File: src/rtl/imem_loader.sv
// Byte-stream instruction memory loader: 16-bit little-endian word-count header,
// then N little-endian 32-bit words written to imem; holds the core until done.
module imem_loader #(
  parameter int MEM_WORDS = 256,
  parameter int ADDR_W    = 8
) (
  input  logic              CLK,
  input  logic              RST,
  input  logic              Start,
  input  logic              Byte_Valid,
  input  logic [7:0]        Byte_Data,
  output logic              Byte_Ready,
  output logic              Mem_WE,
  output logic [ADDR_W-1:0] Mem_Addr,
  output logic [31:0]       Mem_WData,
  output logic              Core_Hold,
  output logic              Load_Done,
  output logic              Load_Err
);
  typedef enum logic [2:0] {IDLE, HDR_LO, HDR_HI, DATA, DONE, ERR} state_t;

  localparam logic [16:0] MEM_WORDS_L = 17'(MEM_WORDS);

  state_t              state_q, state_d;
  logic [15:0]         cnt_q, cnt_d;
  logic [1:0]          bcnt_q, bcnt_d;
  logic [ADDR_W-1:0]   widx_q, widx_d;
  logic [23:0]         part_q, part_d;
  logic                fin_q, fin_d;
  logic                we_q, we_d;
  logic [ADDR_W-1:0]   addr_q, addr_d;
  logic [31:0]         wdata_q, wdata_d;

  logic        accept;
  logic [15:0] n_w;
  logic        last_word;

  // fin_q marks the final write cycle: stay in DATA with Byte_Ready low so
  // Load_Done rises the cycle after the last Mem_WE pulse.
  assign Byte_Ready = (state_q == HDR_LO) || (state_q == HDR_HI) ||
                      ((state_q == DATA) && !fin_q);
  assign accept     = Byte_Valid && Byte_Ready;
  assign n_w        = {Byte_Data, cnt_q[7:0]};
  assign last_word  = (16'(widx_q) == (cnt_q - 16'd1));

  assign Mem_WE    = we_q;
  assign Mem_Addr  = addr_q;
  assign Mem_WData = wdata_q;
  assign Core_Hold = (state_q != DONE);
  assign Load_Done = (state_q == DONE);
  assign Load_Err  = (state_q == ERR);

  always_comb begin
    state_d = state_q;
    cnt_d   = cnt_q;
    bcnt_d  = bcnt_q;
    widx_d  = widx_q;
    part_d  = part_q;
    fin_d   = fin_q;
    we_d    = 1'b0;
    addr_d  = addr_q;
    wdata_d = wdata_q;
    case (state_q)
      IDLE, DONE, ERR: if (Start) state_d = HDR_LO;
      HDR_LO: if (accept) begin
        cnt_d[7:0] = Byte_Data;
        state_d    = HDR_HI;
      end
      HDR_HI: if (accept) begin
        cnt_d[15:8] = Byte_Data;
        bcnt_d      = 2'd0;
        widx_d      = '0;
        part_d      = '0;
        fin_d       = 1'b0;
        if (n_w == 16'd0)                   state_d = DONE;
        else if ({1'b0, n_w} > MEM_WORDS_L) state_d = ERR;
        else                                state_d = DATA;
      end
      DATA: begin
        if (fin_q) begin
          fin_d   = 1'b0;
          state_d = DONE;
        end else if (accept) begin
          bcnt_d = bcnt_q + 2'd1;
          case (bcnt_q)
            2'd0: part_d[7:0]   = Byte_Data;
            2'd1: part_d[15:8]  = Byte_Data;
            2'd2: part_d[23:16] = Byte_Data;
            default: begin
              we_d    = 1'b1;
              addr_d  = widx_q;
              wdata_d = {Byte_Data, part_q};
              if (last_word) fin_d  = 1'b1;
              else           widx_d = widx_q + 1'b1;
            end
          endcase
        end
      end
      default: state_d = IDLE;
    endcase
  end

  always_ff @(posedge CLK) begin
    if (RST) begin
      state_q <= IDLE;
      cnt_q   <= '0;
      bcnt_q  <= '0;
      widx_q  <= '0;
      part_q  <= '0;
      fin_q   <= 1'b0;
      we_q    <= 1'b0;
      addr_q  <= '0;
      wdata_q <= '0;
    end else begin
      state_q <= state_d;
      cnt_q   <= cnt_d;
      bcnt_q  <= bcnt_d;
      widx_q  <= widx_d;
      part_q  <= part_d;
      fin_q   <= fin_d;
      we_q    <= we_d;
      addr_q  <= addr_d;
      wdata_q <= wdata_d;
    end
  end
endmodule

File: config.mk
export PLATFORM = sky130hd
export DESIGN_NAME = imem_loader
export DESIGN_NICKNAME = d
export VERILOG_FILES = /design/src/rtl/imem_loader.sv
export SDC_FILE = /design/constraint.sdc
export NUM_CORES = 1
export LEC_CHECK = 0
export ABC_AREA = 1
export BUFFER_PORTS_ARGS = -buffer_cell sky130_fd_sc_hd__buf_2
export CORE_UTILIZATION = 35
export CTS_BUF_LIST = sky130_fd_sc_hd__clkbuf_2
export CTS_CLUSTER_DIAMETER = 80
export CTS_CLUSTER_SIZE = 10
export DETAILED_ROUTE_END_ITERATION = 8
export GPL_TIMING_DRIVEN = 0
export REMOVE_ABC_BUFFERS = 1
export SLEW_MARGIN = 10
export SYNTH_ARGS = -nofsm -noshare
export SYNTH_HDL_FRONTEND = slang
export SYNTH_SLANG_ARGS = --single-unit
File: constraint.sdc
create_clock -name CLK -period 2.45 [get_ports CLK]
set_input_delay 0.1225 -clock CLK [delete_from_list [all_inputs] [get_ports CLK]]
set_output_delay 0.1225 -clock CLK [all_outputs]
set_load 0.02 [all_outputs]
Word level (Yosys, flattened, before mapping)
Cells that the tools add are included.
{"block": "classes", "n_lt_le_gt_ge": 1, "eq_ne": 20, "add_sub_neg": 3, "n_reduce_logical": 22, "bitwise": 4, "n_mux": 31}
{"operator": "$mux W24", "count": 3}
{"operator": "$mux W8", "count": 8}
{"operator": "$pmux W24 S2", "count": 1}
{"operator": "$mux W3", "count": 6}
{"operator": "$eq A8 B16 Y1", "count": 1}
{"operator": "$gt A16 B9 Y1 const B", "count": 1}
{"operator": "$logic_not A16 Y1", "count": 1}
{"operator": "$ne A2 B2 Y1 const B", "count": 8}
{"operator": "$pmux W8 S2", "count": 1}
{"operator": "$sub A16 B1 Y16 const B", "count": 1}
{"operator": "$reduce_and A5 Y1", "count": 3}
{"operator": "$pmux W3 S4", "count": 1}
{"operator": "$reduce_and A4 Y1", "count": 3}
{"operator": "$add A8 B1 Y8 const B", "count": 1}
{"operator": "$eq A3 B2 Y1 const B", "count": 2}
{"operator": "$eq A3 B3 Y1 const B", "count": 2}
{"operator": "$mux W1", "count": 6}
{"operator": "$mux W2", "count": 3}
{"operator": "$ne A2 B1 Y1 const B", "count": 3}
{"operator": "$reduce_and A2 Y1", "count": 3}
{"operator": "$reduce_and A6 Y1", "count": 1}
{"operator": "$reduce_or A3 Y1", "count": 2}
{"operator": "$not A1 Y1", "count": 4}
{"operator": "$pmux W2 S2", "count": 1}
{"operator": "13 further kinds", "count": 15}
{"block": "totals", "in_bits": 12, "register_bits": 95, "output_inout_bits": 45, "word_cells": 93}

Depth between registers and ports, before layout
Gate-level depths: netlist of run 1.
{"block": "depth", "depth_word": 7, "ltp_mapped": 15, "ltp_nobuf": 15}

Worst setup path before layout of run 1
OpenSTA, ideal clock, no wires.
{"block": "synth_path", "kind": "reg-to-reg", "start": "register cnt_q[0]", "end": "register widx_q[1]", "t_required_ps": 2322, "arrival_time_ps": 1702, "path_slack_ps": 620, "path_stages_with_launch": 12, "cell_sequence": "dfxtp_1 > inv_1 > ha_1 > xnor2_1 > xor2_1 > nand3_1 > nor2_1 > nand3_4 > nand3_4 > nand2_1 > nand2_1 > nor2_1"}
{"block": "synth_via", "elab_chain_len": 4}
{"element": "start: declaration", "line": "25", "rtl": "logic [15:0] cnt_q, cnt_d;"}
{"element": "start signal: assignment", "line": "116", "rtl": "cnt_q <= cnt_d;"}
{"element": "$sub A16 B1 Y16", "line": "44", "rtl": "assign last_word = (16'(widx_q) == (cnt_q - 16'd1));"}
{"element": "$eq A8 B16 Y1", "line": "44"}
{"element": "$ne A2 B2 Y1 (no line)"}
{"element": "$reduce_and A6 Y1 (no line)"}
{"element": "end signal: assignment", "line": "118", "rtl": "widx_q <= widx_d;"}
{"element": "end: declaration", "line": "27", "rtl": "logic [ADDR_W-1:0] widx_q, widx_d;"}
Every way passes these cells.
A chain may end at the register's enable or synchronous reset.

Worst setup path after layout of run 1
{"block": "layout_path", "start": "register state_q[1]", "end": "output port Byte_Ready"}
{"block": "layout_via", "elab_chain_len": 3, "word_cells_on_any_way": 6}
{"element": "start: declaration", "line": "24", "rtl": "state_t state_q, state_d;"}
{"element": "start signal: assignment", "line": "115", "rtl": "state_q <= state_d;"}
{"element": "$eq A3 B1 Y1, or another cell as far along", "line": "40", "rtl": "assign Byte_Ready = (state_q == HDR_LO) || (state_q == HDR_HI) ||"}
{"element": "$logic_or A1 B1 Y1 / $logic_and A1 B1 Y1 (equally long branches)", "line": "40, 41"}
{"element": "$logic_or A1 B1 Y1 *", "line": "40"}
{"element": "end: declaration", "line": "12", "rtl": "output logic Byte_Ready,"}
Every way passes the cells marked *; elsewhere a longest branch is shown, timed or not.

==> load_flow_metrics.sql, run 1 <==
INSERT INTO impl_metrics (metric_group, metric, value, unit) VALUES
('power', 'share_comb_of_total_power', '41.3', '%'),
('timing', 'finalCriticalPeriod', '2210', 'ps'),
('critical_path', 'worstPathCellList', 'inv_2 -> nor2_2 -> inv_2 -> nor2_8 -> inv_4 -> nor2_4 -> inv_2 -> nand3_1 -> buf_2', ''),
('drt', 'routed_via_density', '4.89', ''),
('critical_path', 'worst_r2r_startpoint', 'cnt_q[0]', ''),
('drt', 'drc', '0', ''),
('clocking', 'cts-htree-levels', '3', ''),
('placement', 'place_hpwl', '7530', 'um'),
('yosys', 'synth_most_common_cell', 'nand2_1', ''),
('hold_path', 'hold_path_end', 'widx_q[1]', ''),
('floorplanning', 'floorplan.initialDensity', '35.8', '%'),
('hold_path', 'min_path_cells', '2', ''),
('timing', 'maxSlewViolCount', '0', ''),
('placement', 'gpl.final_weighted_congestion', '0.876', ''),
('global_route', 'grt_pass1_vias', '3849', ''),
('clocking', 'cts_tree', 'built', ''),
('global_route', 'grt_first_pass_wirelength', '18800', 'um'),
('floorplanning', 'core-area', '12600', 'um2'),
('drt', 'wire_per_inst', '13.6', 'um'),
('drt', 'detailedRoute.firstIterationViolations', '156', ''),
('yosys', 'postSynth.asyncResetShare', '0', '%'),
('floorplanning', 'boundaryPins', '57', ''),
('yosys', 'ys_top_cells_by_count', 'nand2_1, dfxtp_1, a21oi_1, nor2_1, nand3_1', ''),
('flow_run', 'maxCapViolations', '0', ''),
('timing', 'slew-limit-headroom', '29.5', '%'),
('power', 'ir_worst_vdd', '0.264', 'mV'),
('timing', 'fin_tns_setup', '0', 'ps'),
('power', 'cellInternalPower', '2.42', 'mW'),
('placement', 'port_buffers', '56', ''),
('yosys', 'post_synthesis_instance_total', '615', ''),
('yosys', 'ys_seq_area_share', '42.3', '%'),
('placement', 'post-place-cells', '809', ''),
('yosys', 'ys_dominant_reg_cell', 'dfxtp_1', ''),
('critical_path', 'cpMostUsedCell', 'inv_2', ''),
('yosys', 'synth_enable_flop_cells', '0', ''),
('clocking', 'bufs_on_longest_clock_path', '2', ''),
('floorplanning', 'placementRows', '41', ''),
('timing', 'worst-slew-pin-transition', '1060', 'ps'),
('critical_path', 'capturing_element_type_of_the_critical_path', 'primary output', ''),
('timing', 'report.final.setup_viol', '0', ''),
('floorplanning', 'die_width', '115', 'um'),
('timing', 'final_hold_violation_count', '0', ''),
('critical_path', 'critPathRequiredTime', '2330', 'ps'),
('critical_path', 'ff2ff_path_depth', '15', ''),
('hold_path', 'min_from', 'RST', ''),
('clocking', 'ctsRootBufferMaster', 'clkbuf_2', ''),
('yosys', 'yosys.area.top_type_share', '42.3', '%'),
('timing', 'layout_worst_path_cycle_share', '90.0', '%'),
('critical_path', 'wp_data_arrival', '2080', 'ps'),
('clocking', 'clock-sinks', '95', ''),
('yosys', 'mapped_cell_area', '4500', 'um2'),
('run_status', 'status', 'finished clean', ''),
('global_route', 'total_grt_overflow', '0', ''),
('clocking', 'number_of_buffers_inserted_during_clock_tree_synthesis', '9', ''),
('power', 'swShare', '43.0', '%'),
('cells_and_area', 'design.final.nets', '681', ''),
('yosys', 'netlist-cell-type-count', '34', ''),
('power', 'netSwitchingPower', '1.82', 'mW'),
('cells_and_area', 'layout-area-overhead-vs-synth', '13.4', '%'),
('drt', 'detail_route.first_pass.iterations', '4', ''),
('yosys', 'synth_top_cells_by_area', 'dfxtp_1, a21oi_1, nand2_1', ''),
('drt', 'routed_wl', '11400', 'um'),
('global_route', 'groute.usage.overall', '18.2', '%'),
('cells_and_area', 'instances_no_fill', '839', ''),
('timing', 'fin_skew', '34.6', 'ps'),
('critical_path', 'critPathKind', 'reg -> out', ''),
('floorplanning', 'vert_die_dim', '115', 'um'),
('critical_path', 'type_of_origin_of_the_critical_path', 'register', ''),
('clocking', 'clk_pin_slew', '280', 'ps'),
('hold_path', 'hold_path_class', 'in -> reg', ''),
('critical_path', 'reg2reg_setup_slack', '280', 'ps');
-- critical path: cells and delay by family, from the launching register on --
kind | cells | cell delay (ps)
simple gates | 4 | 540
buf+inv | 5 | 580
flops | 1 | 410
-- logic make-up (layout without fill, tap and decap cells) --
kind of cell,count (synthesis),count (layout),synth area share [%]
flip-flops,95,95,42.3
XOR/XNOR,15,15,2.92
other,0,1,0
AND/OR/NAND/NOR,265,267,28.2
adder cells (fa/ha/maj),7,7,1.95
buffers and inverters,89,138,8.18
AO/OA/AOI/OAI,144,144,16.5
-- registers in the layout, summed over array words and instances (netlist names) --
register   flops
Mem_Addr       8
state_q        3
Mem_WE         1
cnt_q         16
bcnt_q         2
widx_q         8
part_q        24
Mem_WData     32
fin_q          1
-- layout by cell type, fill, tap and decap left out, types with 2 or more instances in the layout --
cell type,n
nor2_2,5
nand3b_1,6
buf_4,2
nor2_8,3
inv_1,48
dlygate4sd3_1,9
nor3_1,3
nor2_1,59
nand4_1,11
dfxtp_1,95
xor2_1,4
inv_2,6
nand3_4,2
xnor2_1,11
or2_2,2
clkinv_1,2
a21oi_1,91
nor3b_1,2
clkbuf_2,9
o21ai_0,45
ha_1,6
nor2_4,8
a211oi_1,4
nand2_1,110
nand3_1,52
buf_2,56
-- worst max-delay path by stage --
stage | startpoint | endpoint | slack [ps] | cells past startpoint
5_1_grt | state_q[1] | Byte_Ready | 60 | 9
2_1_floorplan | bcnt_q[0] | fin_q | 10 | 5
3_5_place_dp | state_q[1] | fin_q | -890 | 12
6_report | state_q[1] | Byte_Ready | 240 | 9
4_1_cts | state_q[1] | fin_q | 4 | 12
3_3_place_gp | bcnt_q[0] | fin_q | -920 | 5
-- power by group through the flow --
stage	combinational, mW	clock [mW]	sequential, mW
floorplan	1.35	0	1.81
global placement	1.64	0	1.84
detailed placement	1.70	0	1.85
CTS	1.74	0.693	1.82
global route	2.00	0.746	1.84
finish	1.75	0.664	1.82
-- metal layers --
layer,part of all wire [%],global-route usage [%]
met1,47,23.2
met2,47,30.9
met3,4.2,3.58
met4,1.7,5.45
met5,0,0
-- per-stage QoR --
step                instance area, um2  setup slack (ps)  utilization [%]  hold slack (ps)  total power, mW
floorplan                         4340              11.2                -              192             3.16
global placement                  4830              -924             38.4              412             3.49
detailed placement                4830              -890             38.5              418             3.55
CTS                               5040              4.36             40.1              171             4.25
global route                      5100              63.8             40.5              253             4.59
finish                            5100               244             40.6              223             4.23
-- final cells by class --
cell class,instances,area (um2)
diodes,1,2.50
clock buffers,9,45.0
clock inverters,6,37.5
fillers,1317,7470
inverters,55,209
multi-input cells,433,2280
flip-flops and latches,95,1900
well taps,172,215
repair buffers,68,405
-- what timing repair did --
action / CTS / global route
setup endpoints to repair: 74 / 75
cloned: 2 / 0
pin swaps: 1 / 1
hold buffers: 9 / 0
buffers inserted: 0 / 3
hold endpoints to repair: 44 / 0
gates resized for setup: 3 / 4
No activity file was read; power rests on OpenSTA's default activity.
==> run 2, diff against run 1 <==
SETUP_SLACK_MARGIN = 0.3   (was not set)
==> load_flow_metrics.sql, run 2 (same netlist as run 1, synthesis figures left out) <==
INSERT INTO impl_metrics (metric_group, metric, value, unit) VALUES
('run_status', 'status', 'finished clean', ''),
('timing', 'worst-slew-pin-transition', '1080', 'ps'),
('flow_run', 'maxCapViolations', '0', ''),
('critical_path', 'crit-reg2reg-capture', 'part_q[11]', ''),
('critical_path', 'critPathRequiredTime', '2960', 'ps'),
('drt', 'wire_per_inst', '14.8', 'um'),
('drt', 'routed-via-count', '4299', ''),
('placement', 'port_buffers', '56', ''),
('placement', 'pre_cts_ws', '-890', 'ps'),
('timing', 'slew-limit-headroom', '27.8', '%'),
('cells_and_area', 'most_frequent_standard_cell_in_the_layout_excluding_fill_and_tap_cells', 'nand2_1', ''),
('floorplanning', 'core-area', '12600', 'um2'),
('timing', 'final_hold_violation_count', '0', ''),
('placement', 'gpl.final_weighted_congestion', '0.876', ''),
('drt', 'detail_route.first_pass.iterations', '5', ''),
('clocking', 'ctsRootBufferMaster', 'clkbuf_2', ''),
('critical_path', 'critPathKind', 'reg -> reg', ''),
('global_route', 'grt_pass1_vias', '3867', ''),
('critical_path', 'worst_path_largest_cell_delay', '390', 'ps'),
('floorplanning', 'die_area', '13300', 'um2'),
('floorplanning', 'floorplan.initialDensity', '35.8', '%'),
('cells_and_area', 'instances_no_fill', '853', ''),
('floorplanning', 'placementRows', '41', ''),
('drt', 'antenna_left', '0', ''),
('cells_and_area', 'largest_register_ff_count', '32', ''),
('global_route', 'antenna_found_initial', '0', ''),
('timing', 'maxSlewViolCount', '0', ''),
('global_route', 'grt_first_pass_wirelength', '18900', 'um'),
('global_route', 'total_grt_overflow', '0', ''),
('critical_path', 'setup.worst_path.end', 'part_q[11]', ''),
('clocking', 'bufs_on_longest_clock_path', '2', ''),
('critical_path', 'capturing_element_type_of_the_critical_path', 'register', ''),
('clocking', 'clk_pin_slew', '280', 'ps'),
('critical_path', 'wp_data_arrival', '2580', 'ps'),
('power', 'ir_worst_vdd', '0.288', 'mV'),
('cells_and_area', 'design.final.nets', '695', ''),
('cells_and_area', 'layout_common_cells', 'nand2_1, dfxtp_1, a21oi_1, buf_2', ''),
('timing', 'finalCriticalPeriod', '2070', 'ps'),
('critical_path', 'crit_fanout', '17', ''),
('timing', 'layout_worst_path_cycle_share', '84.4', '%'),
('cells_and_area', 'finish.utilization', '42.4', '%'),
('power', 'static-leakage-power', '2.21', 'nW'),
('critical_path', 'slowest_stage', 'dfxtp_2', ''),
('timing', 'setup_repair_after_global_routing_missed_its_margin', 'true', ''),
('clocking', 'number_of_buffers_inserted_during_clock_tree_synthesis', '9', ''),
('critical_path', 'ff2ff_path_depth', '12', ''),
('cells_and_area', 'drive_gt1_share', '20.4', '%'),
('critical_path', 'worstPathCellList', 'inv_2 -> nor2_4 -> inv_2 -> nor2_8 -> inv_6 -> nor2_4 -> inv_4 -> nor2_8 -> a21oi_2 -> clkinvlp_4 -> buf_12 -> a21oi_1', ''),
('timing', 'fin_worst_hold_slack', '238', 'ps'),
('timing', 'report.final.setup_viol', '0', ''),
('drt', 'routed_via_density', '5.04', ''),
('clocking', 'worst_skew_pair.late_latency', '570', 'ps'),
('global_route', 'groute.usage.overall', '18.4', '%'),
('timing', 'final.setup.worst_slack', '383', 'ps'),
('timing', 'fin_skew', '30.5', 'ps'),
('clocking', 'clock-sinks', '95', ''),
('placement', 'place_hpwl', '7530', 'um'),
('power', 'p_per_area', '841', 'nW/um2'),
('floorplanning', 'boundaryPins', '57', ''),
('timing', 'clock.fmax', '484', 'MHz'),
('floorplanning', 'die_width', '115', 'um'),
('clocking', 'cts-htree-levels', '3', ''),
('drt', 'drc', '0', ''),
('drt', 'routed_wl', '12700', 'um'),
('critical_path', 'type_of_origin_of_the_critical_path', 'register', ''),
('critical_path', 'worst_r2r_startpoint', 'state_q[1]', ''),
('cells_and_area', 'layout-area-overhead-vs-synth', '18.4', '%'),
('global_route', 'maximum_number_of_pins_on_one_net_before_global_route_repair', '56', ''),
('critical_path', 'reg2reg_setup_slack', '380', 'ps'),
('clocking', 'cts_tree', 'built', ''),
('placement', 'post-place-cells', '809', ''),
('floorplanning', 'vert_die_dim', '115', 'um'),
('critical_path', 'worstSetupStartpoint', 'state_q[1]', ''),
('hold_path', 'hold_path_class', 'in -> reg', ''),
('drt', 'detailedRoute.firstIterationViolations', '210', '');
==> run 2: cell count changes in the layout (fill, tap and decap cells not counted), sizes merged <==
cell,previous run,this run
clkinvlp,1,2
o21ai,46,47
nor2,75,77
nand3,54,56
nand2,113,114
buf,59,66
==> run 2: critical path: cells and delay by family, from the launching register on <==
family / cells / cell delay [ps]
DFF: 1 / 390
buffers and inverters: 6 / 890
and+or+nand+nor: 4 / 250
AOI/OAI and AO/OA: 2 / 470
==> run 2: layer usage <==
| layer | routed length, um | global-route usage, % |
|---|---|---|
| met5 | 0 | 0 |
| met4 | 312 | 6.06 |
| met3 | 520 | 3.48 |
| met2 | 6080 | 31.3 |
| met1 | 5750 | 23.2 |
==> run 2: what timing repair did <==
| action | CTS | global route |
|---|---|---|
| gates cloned | 2 | 7 |
| resized for setup | 8 | 30 |
| hold buffers | 9 | 0 |
| endpoints found under the setup margin | 77 | 45 |
| pin swaps | 3 | 8 |
| endpoints found under the hold margin | 44 | 0 |
| setup buffers | 4 | 6 |
==> run 2: through the flow <==
step	setup TNS [ps]	power, mW	area, um2
after floorplan	0	3.16	4340
after global placement	-31980	3.49	4830
after detailed placement	-32880	3.55	4830
after CTS	0	4.27	5100
after global routing	0	4.81	5320
final	0	4.48	5330
==> run 2: cell type report <==
cell class | count | area, um2
multi-input cells | 439 | 2410
clock buffers | 9 | 45.0
well taps | 172 | 215
fillers | 1307 | 7240
inverters | 55 | 216
clock inverters | 6 | 37.5
repair buffers | 75 | 477
flip-flops and latches | 95 | 1910
diodes | 1 | 2.50
repair inverters | 1 | 7.51
==> run 2: worst min-delay path by stage <==
stage               endpoint  cells past startpoint  slack, ps         start
6_report           widx_q[1]                      2        240           RST
5_1_grt            widx_q[1]                      2        270           RST
4_1_cts            widx_q[1]                      2        170           RST
3_5_place_dp   Mem_WData[30]                      3        420  Byte_Data[6]
3_3_place_gp   Mem_WData[30]                      3        410  Byte_Data[6]
2_1_floorplan    Mem_Addr[0]                      1        190           RST
==> run 2: power by group <==
part           internal, mW  switching (mW)  total [mW]
Combinational         0.709            1.26        1.97
Clock                 0.126           0.545       0.671
Sequential             1.70           0.142        1.84
